$ cat src/rtl/serial_mag_compare_ctrl_if.sv
// Start/result bundle for the serial magnitude comparator: operand handshake
// toward the controller, sticky compare result and slice count back.
interface serial_mag_compare_ctrl_if #(
    parameter int WIDTH = 8
);
    localparam int NSLICE = WIDTH / 2;
    localparam int SW     = $clog2(NSLICE) + 1;

    logic             start_valid;
    logic             start_ready;
    logic [WIDTH-1:0] a;
    logic [WIDTH-1:0] b;
    logic             busy;
    logic             done;
    logic             greater;
    logic             smaller;
    logic             equal;
    logic [SW-1:0]    slices;

    modport master (
        output start_valid, a, b,
        input  start_ready, busy, done, greater, smaller, equal, slices
    );

    modport slave (
        input  start_valid, a, b,
        output start_ready, busy, done, greater, smaller, equal, slices
    );
endinterface

$ cat src/rtl/serial_mag_compare_ctrl.sv
// Serial unsigned magnitude compare: one 2-bit comparator slice is stepped
// MSB-first over the latched operands; the first unequal slice decides.
module serial_mag_compare_ctrl #(
    parameter int WIDTH      = 8,
    parameter bit EARLY_EXIT = 1'b1
) (
    input  logic                      clk,
    input  logic                      rst_n,
    serial_mag_compare_ctrl_if.slave  bus
);
    localparam int NSLICE = WIDTH / 2;
    localparam int SW     = $clog2(NSLICE) + 1;
    localparam int IW     = (NSLICE > 1) ? $clog2(NSLICE) : 1;

    typedef enum logic [1:0] {
        IDLE = 2'd0,
        RUN  = 2'd1,
        DONE = 2'd2
    } state_t;

    state_t           state_q;
    logic [WIDTH-1:0] a_q;
    logic [WIDTH-1:0] b_q;
    logic [IW-1:0]    idx_q;
    logic [SW-1:0]    cnt_q;
    logic             flag_g_q;
    logic             flag_s_q;

    logic [1:0]       sa;
    logic [1:0]       sb;
    logic             slice_gt;
    logic             slice_lt;
    logic             slice_ne;
    logic             nxt_g;
    logic             nxt_s;
    logic [SW-1:0]    cnt_nxt;
    logic             run_exit;

    // Shared 2-bit comparator slice, returns {gt, lt}.
    function automatic logic [1:0] cmp2(input logic [1:0] x, input logic [1:0] y);
        logic gt;
        logic lt;
        gt = (x[1] & ~y[1]) | (~(x[1] ^ y[1]) & x[0] & ~y[0]);
        lt = (~x[1] & y[1]) | (~(x[1] ^ y[1]) & ~x[0] & y[0]);
        return {gt, lt};
    endfunction

    // NOTE: every always_comb output gets a default first so no path leaves it
    // unassigned, which would otherwise infer a latch.
    always_comb begin
        sa = '0;
        sb = '0;
        for (int i = 0; i < NSLICE; i++) begin
            if (idx_q == IW'(i)) begin
                sa = a_q[2*i +: 2];
                sb = b_q[2*i +: 2];
            end
        end
    end

    assign {slice_gt, slice_lt} = cmp2(sa, sb);
    assign slice_ne = slice_gt | slice_lt;

    // The first difference is sticky; later slices only matter while none was seen.
    assign nxt_g    = flag_g_q | (~(flag_g_q | flag_s_q) & slice_gt);
    assign nxt_s    = flag_s_q | (~(flag_g_q | flag_s_q) & slice_lt);
    assign cnt_nxt  = cnt_q + SW'(1);
    assign run_exit = (slice_ne & EARLY_EXIT) | (idx_q == '0);

    // NOTE: sequential state uses non-blocking assignments so every register
    // samples pre-edge values regardless of statement order.
    // NOTE: the operand registers are plain flops, not a memory, so they are
    // reset along with the rest of the state.
    always_ff @(posedge clk or negedge rst_n) begin
        if (!rst_n) begin
            state_q         <= IDLE;
            a_q             <= '0;
            b_q             <= '0;
            idx_q           <= '0;
            cnt_q           <= '0;
            flag_g_q        <= 1'b0;
            flag_s_q        <= 1'b0;
            bus.start_ready <= 1'b1;
            bus.busy        <= 1'b0;
            bus.done        <= 1'b0;
            bus.greater     <= 1'b0;
            bus.smaller     <= 1'b0;
            bus.equal       <= 1'b0;
            bus.slices      <= '0;
        end else begin
            case (state_q)
                IDLE: begin
                    if (bus.start_valid && bus.start_ready) begin
                        a_q             <= bus.a;
                        b_q             <= bus.b;
                        idx_q           <= IW'(NSLICE - 1);
                        cnt_q           <= '0;
                        flag_g_q        <= 1'b0;
                        flag_s_q        <= 1'b0;
                        bus.greater     <= 1'b0;
                        bus.smaller     <= 1'b0;
                        bus.equal       <= 1'b0;
                        bus.slices      <= '0;
                        bus.start_ready <= 1'b0;
                        bus.busy        <= 1'b1;
                        state_q         <= RUN;
                    end
                end
                RUN: begin
                    flag_g_q <= nxt_g;
                    flag_s_q <= nxt_s;
                    cnt_q    <= cnt_nxt;
                    if (run_exit) begin
                        bus.greater <= nxt_g;
                        bus.smaller <= nxt_s;
                        bus.equal   <= ~(nxt_g | nxt_s);
                        bus.slices  <= cnt_nxt;
                        bus.done    <= 1'b1;
                        state_q     <= DONE;
                    end else begin
                        idx_q <= idx_q - IW'(1);
                    end
                end
                DONE: begin
                    bus.done        <= 1'b0;
                    bus.busy        <= 1'b0;
                    bus.start_ready <= 1'b1;
                    state_q         <= IDLE;
                end
                default: begin
                    bus.done        <= 1'b0;
                    bus.busy        <= 1'b0;
                    bus.start_ready <= 1'b1;
                    state_q         <= IDLE;
                end
            endcase
        end
    end
endmodule

$ cat src/flat_wrapper.sv
// flat-port wrapper written by rule: the top's interface ports become plain ports
module serial_mag_compare_ctrl_flat 
#(
    parameter int WIDTH      = 8,
    parameter bit EARLY_EXIT = 1'b1
)
  (clk, rst_n, bus_start_valid, bus_a, bus_b, bus_start_ready, bus_busy, bus_done, bus_greater, bus_smaller, bus_equal, bus_slices);
  serial_mag_compare_ctrl_if #(.WIDTH(WIDTH)) bus_i ();
  input  logic clk;
  input  logic rst_n;
  input wire logic [$bits(bus_i.start_valid)-1:0] bus_start_valid;
  input wire logic [$bits(bus_i.a)-1:0] bus_a;
  input wire logic [$bits(bus_i.b)-1:0] bus_b;
  output wire logic [$bits(bus_i.start_ready)-1:0] bus_start_ready;
  output wire logic [$bits(bus_i.busy)-1:0] bus_busy;
  output wire logic [$bits(bus_i.done)-1:0] bus_done;
  output wire logic [$bits(bus_i.greater)-1:0] bus_greater;
  output wire logic [$bits(bus_i.smaller)-1:0] bus_smaller;
  output wire logic [$bits(bus_i.equal)-1:0] bus_equal;
  output wire logic [$bits(bus_i.slices)-1:0] bus_slices;
  assign bus_i.start_valid = bus_start_valid;
  assign bus_i.a = bus_a;
  assign bus_i.b = bus_b;
  assign bus_start_ready = bus_i.start_ready;
  assign bus_busy = bus_i.busy;
  assign bus_done = bus_i.done;
  assign bus_greater = bus_i.greater;
  assign bus_smaller = bus_i.smaller;
  assign bus_equal = bus_i.equal;
  assign bus_slices = bus_i.slices;
  serial_mag_compare_ctrl #(.WIDTH(WIDTH), .EARLY_EXIT(EARLY_EXIT)) u_core (.clk(clk), .rst_n(rst_n), .bus(bus_i));
endmodule
$ cat config.mk
export PLATFORM = sky130hd
export DESIGN_NAME = serial_mag_compare_ctrl_flat
export DESIGN_NICKNAME = d
export VERILOG_FILES = /design/src/rtl/serial_mag_compare_ctrl_if.sv /design/src/rtl/serial_mag_compare_ctrl.sv /design/src/flat_wrapper.sv
export SDC_FILE = /design/constraint.sdc
export NUM_CORES = 1
export LEC_CHECK = 0
export BUFFER_PORTS_ARGS = -buffer_cell sky130_fd_sc_hd__buf_2
export CAP_MARGIN = 20
export CORE_MARGIN = 5
export CORE_UTILIZATION = 35
export CTS_CLUSTER_DIAMETER = 80
export DETAILED_ROUTE_END_ITERATION = 10
export HOLD_SLACK_MARGIN = 0.03
export PLACE_DENSITY = 0.6
export SETUP_SLACK_MARGIN = 0.15
export SYNTH_ARGS = -nofsm -noshare
export SYNTH_HDL_FRONTEND = slang
export SYNTH_SLANG_ARGS = --single-unit
$ cat constraint.sdc
create_clock -name clk -period 6.15 [get_ports clk]
set_clock_uncertainty 0.15 [all_clocks]
set_input_delay 1.23 -clock clk [delete_from_list [all_inputs] [get_ports clk]]
set_output_delay 1.23 -clock clk [all_outputs]
set_load 0.005 [all_outputs]
==> reports/metrics.cfg, run 1 <==
[min_path]
hold-path-endpoint=u_core.bus.done
hold_path.class=reg2reg
timing.hold.worst_path_depth=1
holdCritStartpoint=u_core.bus.done

[worst_setup_path]
timing.critical_path.slowest_cell_delay_ps=530
crit_type=reg2reg
ff2ff_path_depth=12
critical_path_buf_inv_count=2
timing.critical_path.max_delay_family=simple AND/OR/NAND/NOR gates
r2r-end=u_core.bus.smaller
worstPathMaxFanout=8
endpoint_kind=flop
crit_path_cell_trace=inv_1, ha_1, nand3b_1, a21oi_1, a21oi_1, nor2_1, a21o_1, ha_1, inv_1, or4_4, a21o_1, mux2i_1
cp.required_ps=6220
crit_arrival_ps=2870
timing.reg2reg.setup_slack_ps=3350
critPathSlowestCell=sky130_fd_sc_hd__or4_4
crit-reg2reg-launch=u_core.idx_q[1]
crit_path_start_kind=flop

[grt]
antenna_violations_before_repair=0
grt_pass1_vias=1291
pin_count_of_the_biggest_net_entering_global_routing=35
grt_pass1_wl_um=5780
grt_use_total_pct=11.9
globalRouteOverflowTotal=0

[timing]
timing_worst_slew_pin_value_ps=875
post-route-min-period_ps=2800
hold_viol=0
setup-violations-final=0
setup_tns_ps=0
timing.final.max_slew_violations=0
grt_setup_unrepaired=no
maxClockFrequency_ghz=0.357
timing.slew.headroom_pct=41.5
postLayoutSetupSlackWorst_ps=3350
timing.final.crit_share_pct=45.5

[synth]
yosysTopAreaCell=sky130_fd_sc_hd__dfrtp_1
yosysUniqueCellTypes=28
sequential_cell_area_fraction_in_the_yosys_report_pct=51.5
syn-cell-area_um2=1660
yosys_register_bits=34
syn_nets=204
synth_largest_type_area_fraction_pct=49.9
syn_inst=178
synth_area_per_cell_um2=9.30
synth.yosys.warnings=0
synth.top_cells.by_area=sky130_fd_sc_hd__dfrtp_1 (50%), sky130_fd_sc_hd__nand2_1 (14%), sky130_fd_sc_hd__ha_1 (5.3%)

[detailed_routing]
dr_total_vias=1233
routed_length_per_instance_um=12.3
postRouteAntennaNets=0
detail_route.vias_per_cell=4.72
dr.first_iter.drc_count=45
wl_final_um=3220
drt_drc_violations_left=0
firstDrtPassIters=4

[power_and_ir_drop]
cellLeakagePower_nw=1.01
vdd_ir_drop_max_mv=0.152
power.density_cell_area_nw_per_um2=537

[final_layout]
nNetsFinal=232
antennaDiodeCount=0
area_growth_syn_to_layout_pct=17.7
layout-drive-gt1-share_pct=18.8
layout.cells.most_common=sky130_fd_sc_hd__nand2_1
layout.cells.most_common_list=sky130_fd_sc_hd__nand2_1 (61), sky130_fd_sc_hd__dfrtp_1 (33), sky130_fd_sc_hd__buf_2 (27)

[cts]
clkSlewWorstSetupHoldPaths_ps=70
postCtsHoldBufs=0
post_cts_setup_inserts=0
clock_latency_on_the_worst_skew_pair_ps=290
cts.repair.resized=0
clk_root_buffer_cell=sky130_fd_sc_hd__clkbuf_8
cts_inserted_buffers=5
cts_tree=built
cts_num_sinks=34
htree_levels=2
cts.path.max_buffers=2

[job]
drv.max_cap_violation_count=0

[place]
gpl.final_weighted_congestion=0.813
port_buffers=27
preCtsSetupSlack_ps=3350
dp_hpwl_um=2290

[outcome]
status=complete, no violations

[floorplan]
rows=25
initial_core_util_pct=35.5
design.core.area_um2=4660
floorplan.io_pins=28
dieWidth_um=78.8
floorplan.die_area_um2=6200
floorplan.die.height_um=78.8

[cell families after synthesis]
logic type,share of synthesized area [%]
and+or+nand+nor,23.0
DFF,51.5
muxes,4.84
adders and majority gates,5.29
xor gates and xnor gates,1.06
AOI/OAI and AO/OA,11.2
buffers and inverters,3.18
[worst max-delay path by stage]
| stage | from | endpoint | depth (start not counted) |
|---|---|---|---|
| detailed placement | u_core.idx_q[1] | u_core.bus.smaller | 12 |
| finish | u_core.idx_q[1] | u_core.bus.smaller | 12 |
| global placement | u_core.idx_q[1] | u_core.bus.smaller | 12 |
| floorplan | u_core.idx_q[1] | u_core.bus.smaller | 12 |
| CTS | u_core.idx_q[1] | u_core.bus.smaller | 12 |
| global route | u_core.idx_q[1] | u_core.bus.smaller | 12 |
[power breakdown]
group          switching (mW)  internal (mW)  total [mW]
Sequential             0.0606          0.325       0.386
Combinational           0.256          0.194       0.450
Clock                  0.0782          0.132       0.210
Total                   0.395          0.651        1.05
[worst reg2reg max path, stage by stage (launching register included)]
cell                       delay (ps)
sky130_fd_sc_hd__dfrtp_1          410
sky130_fd_sc_hd__inv_1             90
sky130_fd_sc_hd__ha_1             290
sky130_fd_sc_hd__nand3b_1         150
sky130_fd_sc_hd__a21oi_1           60
sky130_fd_sc_hd__a21oi_1          130
sky130_fd_sc_hd__nor2_1            70
sky130_fd_sc_hd__a21o_1           170
sky130_fd_sc_hd__ha_1             320
sky130_fd_sc_hd__inv_1             70
sky130_fd_sc_hd__or4_4            530
sky130_fd_sc_hd__a21o_1           180
sky130_fd_sc_hd__mux2i_1          120
[routing by layer]
metal	global-route usage (%)	vias up	routed length, um
met4	5.77	0	75
met3	3.51	5	149
li1	-	638	-
met1	15.0	566	1600
met2	18.5	24	1390
met5	0	-	0
[through the flow]
step / instances / utilization, % / area (um^2) / hold slack, ps / power, mW
after floorplan: 178 / - / 1660 / 296 / 0.738
after global placement: 253 / 39.3 / 1830 / 310 / 0.842
after detailed placement: 253 / 39.3 / 1830 / 314 / 0.851
after CTS: 261 / 41.8 / 1950 / 336 / 1.07
after global routing: 261 / 41.8 / 1950 / 363 / 1.15
final: 261 / 41.8 / 1950 / 327 / 1.05
[cell usage after synthesis (all sizes together)]
master	instances
o211a	1
o21ai	5
a211o	1
dfstp	1
inv	7
or2	1
a21o	6
o22ai	1
or4	1
and2	1
nand2	61
ha	7
a41oi	1
buf	1
nand3	3
and3	1
nor2	10
dfrtp	33
nor3	1
mux2i	8
clkbuf	5
nand3b	4
a21oi	8
nor2b	3
xor2	2
a211oi	3
nor3b	2
[final cells by class]
cell class	count	area, um^2
fillers	471	2710
flip-flops and latches	34	852
multi-input cells	131	751
repair buffers	27	135
clock buffers	7	86.3
well taps	54	67.6
clock inverters	1	30.0
inverters	7	26.3
[sequential cells by signal, summed over array words and instances (netlist names)]
name,count
u_core.idx_q,2
u_core.bus.greater,1
u_core.b_q,8
u_core.bus.busy,1
u_core.bus.smaller,1
u_core.bus.start_ready,1
u_core.cnt_q,3
u_core.flag_s_q,1
u_core.bus.equal,1
u_core.bus.done,1
u_core.a_q,8
u_core.flag_g_q,1
u_core.state_q,2
u_core.bus.slices,3
No activity file was read; power rests on OpenSTA's default activity.
==> run 2, diff against run 1 <==
==> constraint.sdc (replaced) <==
create_clock -name clk -period 2.7 [get_ports clk]
set_clock_uncertainty 0.15 [all_clocks]
set_input_delay 0.54 -clock clk [delete_from_list [all_inputs] [get_ports clk]]
set_output_delay 0.54 -clock clk [all_outputs]
set_load 0.005 [all_outputs]
==> run 2 against run 1 <==
  * Total power rose to 2.6 times the previous value
  * Hold slack worse by 170 ps
  * Utilization grew 3.8 points
  * Largest cell class unchanged
  * Via count up 7.2%
  * Clock power up 83%
  * Critical path type unchanged
  * Wire length grew 17%
==> reports/metrics.cfg, run 2 (synthesis gave the netlist of run 1 again) <==
[final_layout]
final_cell_count_without_fillers=276  ; +5.7%
layout.filler_cells=463  ; -1.7%
reg.largest.list=u_core.a_q x8, u_core.b_q x8
layout.cells.most_common=sky130_fd_sc_hd__nand2_1
layout-drive-gt1-share_pct=30.6  ; +12 points
regArea_um2=852  ; unchanged
area_growth_syn_to_layout_pct=28.4
antennaDiodeCount=0  ; unchanged
layout.cells.most_common_list=sky130_fd_sc_hd__nand2_1 (61), sky130_fd_sc_hd__dfrtp_1 (33), sky130_fd_sc_hd__buf_2 (27)
multiInputGateArea_um2=838  ; +12%
nNetsFinal=247  ; +6.5%

[power_and_ir_drop]
switching_share_pct=38.9  ; +1.1 points
share_comb_of_total_power_pct=52.3  ; +9.3 points
clockPowerShare_pct=14.4  ; -5.7 points
netSwitchingPower_mw=1.04  ; +160%
cellLeakagePower_nw=1.07  ; +5.9%
p_seq_share_pct=33.4  ; -3.5 points
cellInternalPower_mw=1.64  ; +150%
power.density_cell_area_nw_per_um2=1260  ; +130%
totalPowerFinal_mw=2.68  ; +160%
vdd_ir_drop_max_mv=0.382  ; +150%

[place]
dp_hpwl_um=2500  ; +9.0%
placedCellCount=260  ; +2.8%
gpl.final_weighted_congestion=0.811  ; -0.20%
port_buffers=27  ; unchanged
preCtsSetupSlack_ps=-14.2  ; -3360 ps

[worst_setup_path]
timing.reg2reg.setup_slack_ps=180  ; -3170 ps
timing.critical_path.slowest_cell_delay_ps=470  ; -60 ps
ff2ff_path_depth=12  ; unchanged
crit_path_start_kind=flop
crit_path_cell_trace=inv_2, ha_4, nand3b_1, a21oi_2, a21oi_2, nor2_2, a21oi_2, ha_4, inv_2, or4_4, a21o_1, mux2i_1
critical_path.most_common_cell=sky130_fd_sc_hd__a21oi_2
critPathSlowestCell=sky130_fd_sc_hd__or4_4
crit_arrival_ps=2590  ; -280 ps
cp.required_ps=2770  ; -3450 ps
endpoint_kind=flop
crit-reg2reg-launch=u_core.idx_q[0]
r2r-end=u_core.bus.smaller
timing.critical_path.max_delay_family=simple AND/OR/NAND/NOR gates
worstPathMaxFanout=5  ; -3
crit_type=reg2reg
critical_path_buf_inv_count=2  ; unchanged
worstSetupStartpoint=u_core.idx_q[0]

[timing]
maxClockFrequency_ghz=0.397  ; +11%
post-route-min-period_ps=2520  ; -278 ps
timing.slew.headroom_pct=50.7  ; +9.3 points
setup_tns_ps=0  ; unchanged
timing_worst_slew_pin_value_ps=739  ; -136 ps
hold_viol=0  ; unchanged
grt_setup_unrepaired=yes
setup-violations-final=0  ; unchanged
postLayoutSetupSlackWorst_ps=179  ; -3170 ps
fin_hold_ws_ps=154  ; -173 ps
timing.final.max_slew_violations=0  ; unchanged
timing.final.crit_share_pct=93.4  ; +48 points

[cts]
cts_inserted_buffers=5  ; unchanged
cts.path.max_buffers=2  ; unchanged
cts_tree=built
clock_latency_on_the_worst_skew_pair_ps=290  ; about the same
cts_num_sinks=34  ; unchanged
clk_root_buffer_cell=sky130_fd_sc_hd__clkbuf_8
clkSlewWorstSetupHoldPaths_ps=70  ; about the same
htree_levels=2  ; unchanged
postCtsHoldBufs=0  ; unchanged

[detailed_routing]
routed_length_per_instance_um=13.7  ; +11%
drt_drc_violations_left=0  ; unchanged
dr_total_vias=1322  ; +7.2%
dr.first_iter.drc_count=40  ; -11%
firstDrtPassIters=4  ; unchanged
detail_route.vias_per_cell=4.79  ; +1.4%
routed-wl-met2_um=1770  ; +27%
postRouteAntennaNets=0  ; unchanged
dr.max_layer_used=met4
wl_final_um=3770  ; +17%
route.layer.met1.wl_um=1760  ; +9.5%
wl_met3_um=171  ; +15%

[grt]
grt_pass1_vias=1429  ; +11%
grt_pass1_wl_um=6300  ; +9.1%
grt_use_total_pct=13.0  ; +1.2 points
pin_count_of_the_biggest_net_entering_global_routing=35  ; unchanged
antenna_violations_before_repair=0  ; unchanged
globalRouteOverflowTotal=0  ; unchanged

[floorplan]
rows=25  ; unchanged
initial_core_util_pct=35.5  ; unchanged
dieWidth_um=78.8  ; unchanged
floorplan.io_pins=28  ; unchanged
design.core.area_um2=4660  ; unchanged
floorplan.die.height_um=78.8  ; unchanged
floorplan.die_area_um2=6200  ; unchanged

[min_path]
hold_path.class=in2async

[job]
drv.max_cap_violation_count=0  ; unchanged

[outcome]
status=complete, no violations

[run 2: cell count changes in the layout (fill, tap and decap cells not counted), moves of 3 or more]
cell,before,now
sky130_fd_sc_hd__buf_4,0,14
sky130_fd_sc_hd__a21oi_1,8,3
sky130_fd_sc_hd__a21oi_2,0,5
sky130_fd_sc_hd__ha_1,7,2
sky130_fd_sc_hd__ha_4,0,5
sky130_fd_sc_hd__inv_1,7,4
sky130_fd_sc_hd__inv_2,0,3
[run 2: power by group through the flow]
stage | clock network (mW) | registers, mW | logic, mW
3_3_place_gp | 0 | 0.891 | 1.11
4_1_cts | 0.397 | 0.892 | 1.22
6_report | 0.384 | 0.894 | 1.40
3_5_place_dp | 0 | 0.894 | 1.12
2_1_floorplan | 0 | 0.865 | 0.816
5_1_grt | 0.415 | 0.929 | 1.55
[run 2: final cells by class]
class	instances	share of cell area [%]
clock buffers	8	4.24
inverters	7	1.24
multi-input cells	131	39.4
flip-flops and latches	34	40.1
well taps	54	3.18
repair buffers	42	11.8
[run 2: through the flow]
stage                     utilization (%)  instance area [um^2]
final                                45.6                  2130
after detailed placement             40.4                  1880
after CTS                            43.7                  2030
after global placement               40.4                  1880
after global routing                 45.6                  2130
after floorplan                         -                  1660
[run 2: worst reg2reg max path: stages (launching register included)]
cell and delay [ps]:
sky130_fd_sc_hd__dfrtp_1 430, sky130_fd_sc_hd__inv_2 120, sky130_fd_sc_hd__ha_4 160, sky130_fd_sc_hd__nand3b_1 110
sky130_fd_sc_hd__a21oi_2 170, sky130_fd_sc_hd__a21oi_2 50, sky130_fd_sc_hd__nor2_2 120, sky130_fd_sc_hd__a21oi_2 60
sky130_fd_sc_hd__ha_4 280, sky130_fd_sc_hd__inv_2 40, sky130_fd_sc_hd__or4_4 470, sky130_fd_sc_hd__a21o_1 180
sky130_fd_sc_hd__mux2i_1 120
[run 2: worst max path at each step]
stage               depth (start not counted)  slack, ps                  to
floorplan                                  12        150  u_core.bus.smaller
global placement                           12         60  u_core.bus.smaller
detailed placement                         12        -10  u_core.bus.smaller
CTS                                        11        160  u_core.bus.smaller
global route                               12         40  u_core.bus.smaller
finish                                     12        180  u_core.bus.smaller
[run 2: per-layer routing]
metal  track usage [%]  vias up
met5                 0        -
met4              5.77        0
met2              20.6       24
met1              16.4      620
met3              3.97        8
li1                  -      670
[run 2: what timing repair did]
| action | CTS | global route |
|---|---|---|
| resized for setup | 8 | 12 |
| hold endpoints to repair | 0 | 0 |
| buffers inserted | 4 | 4 |
| pin swaps | 6 | 8 |
| setup endpoints to repair | 3 | 11 |
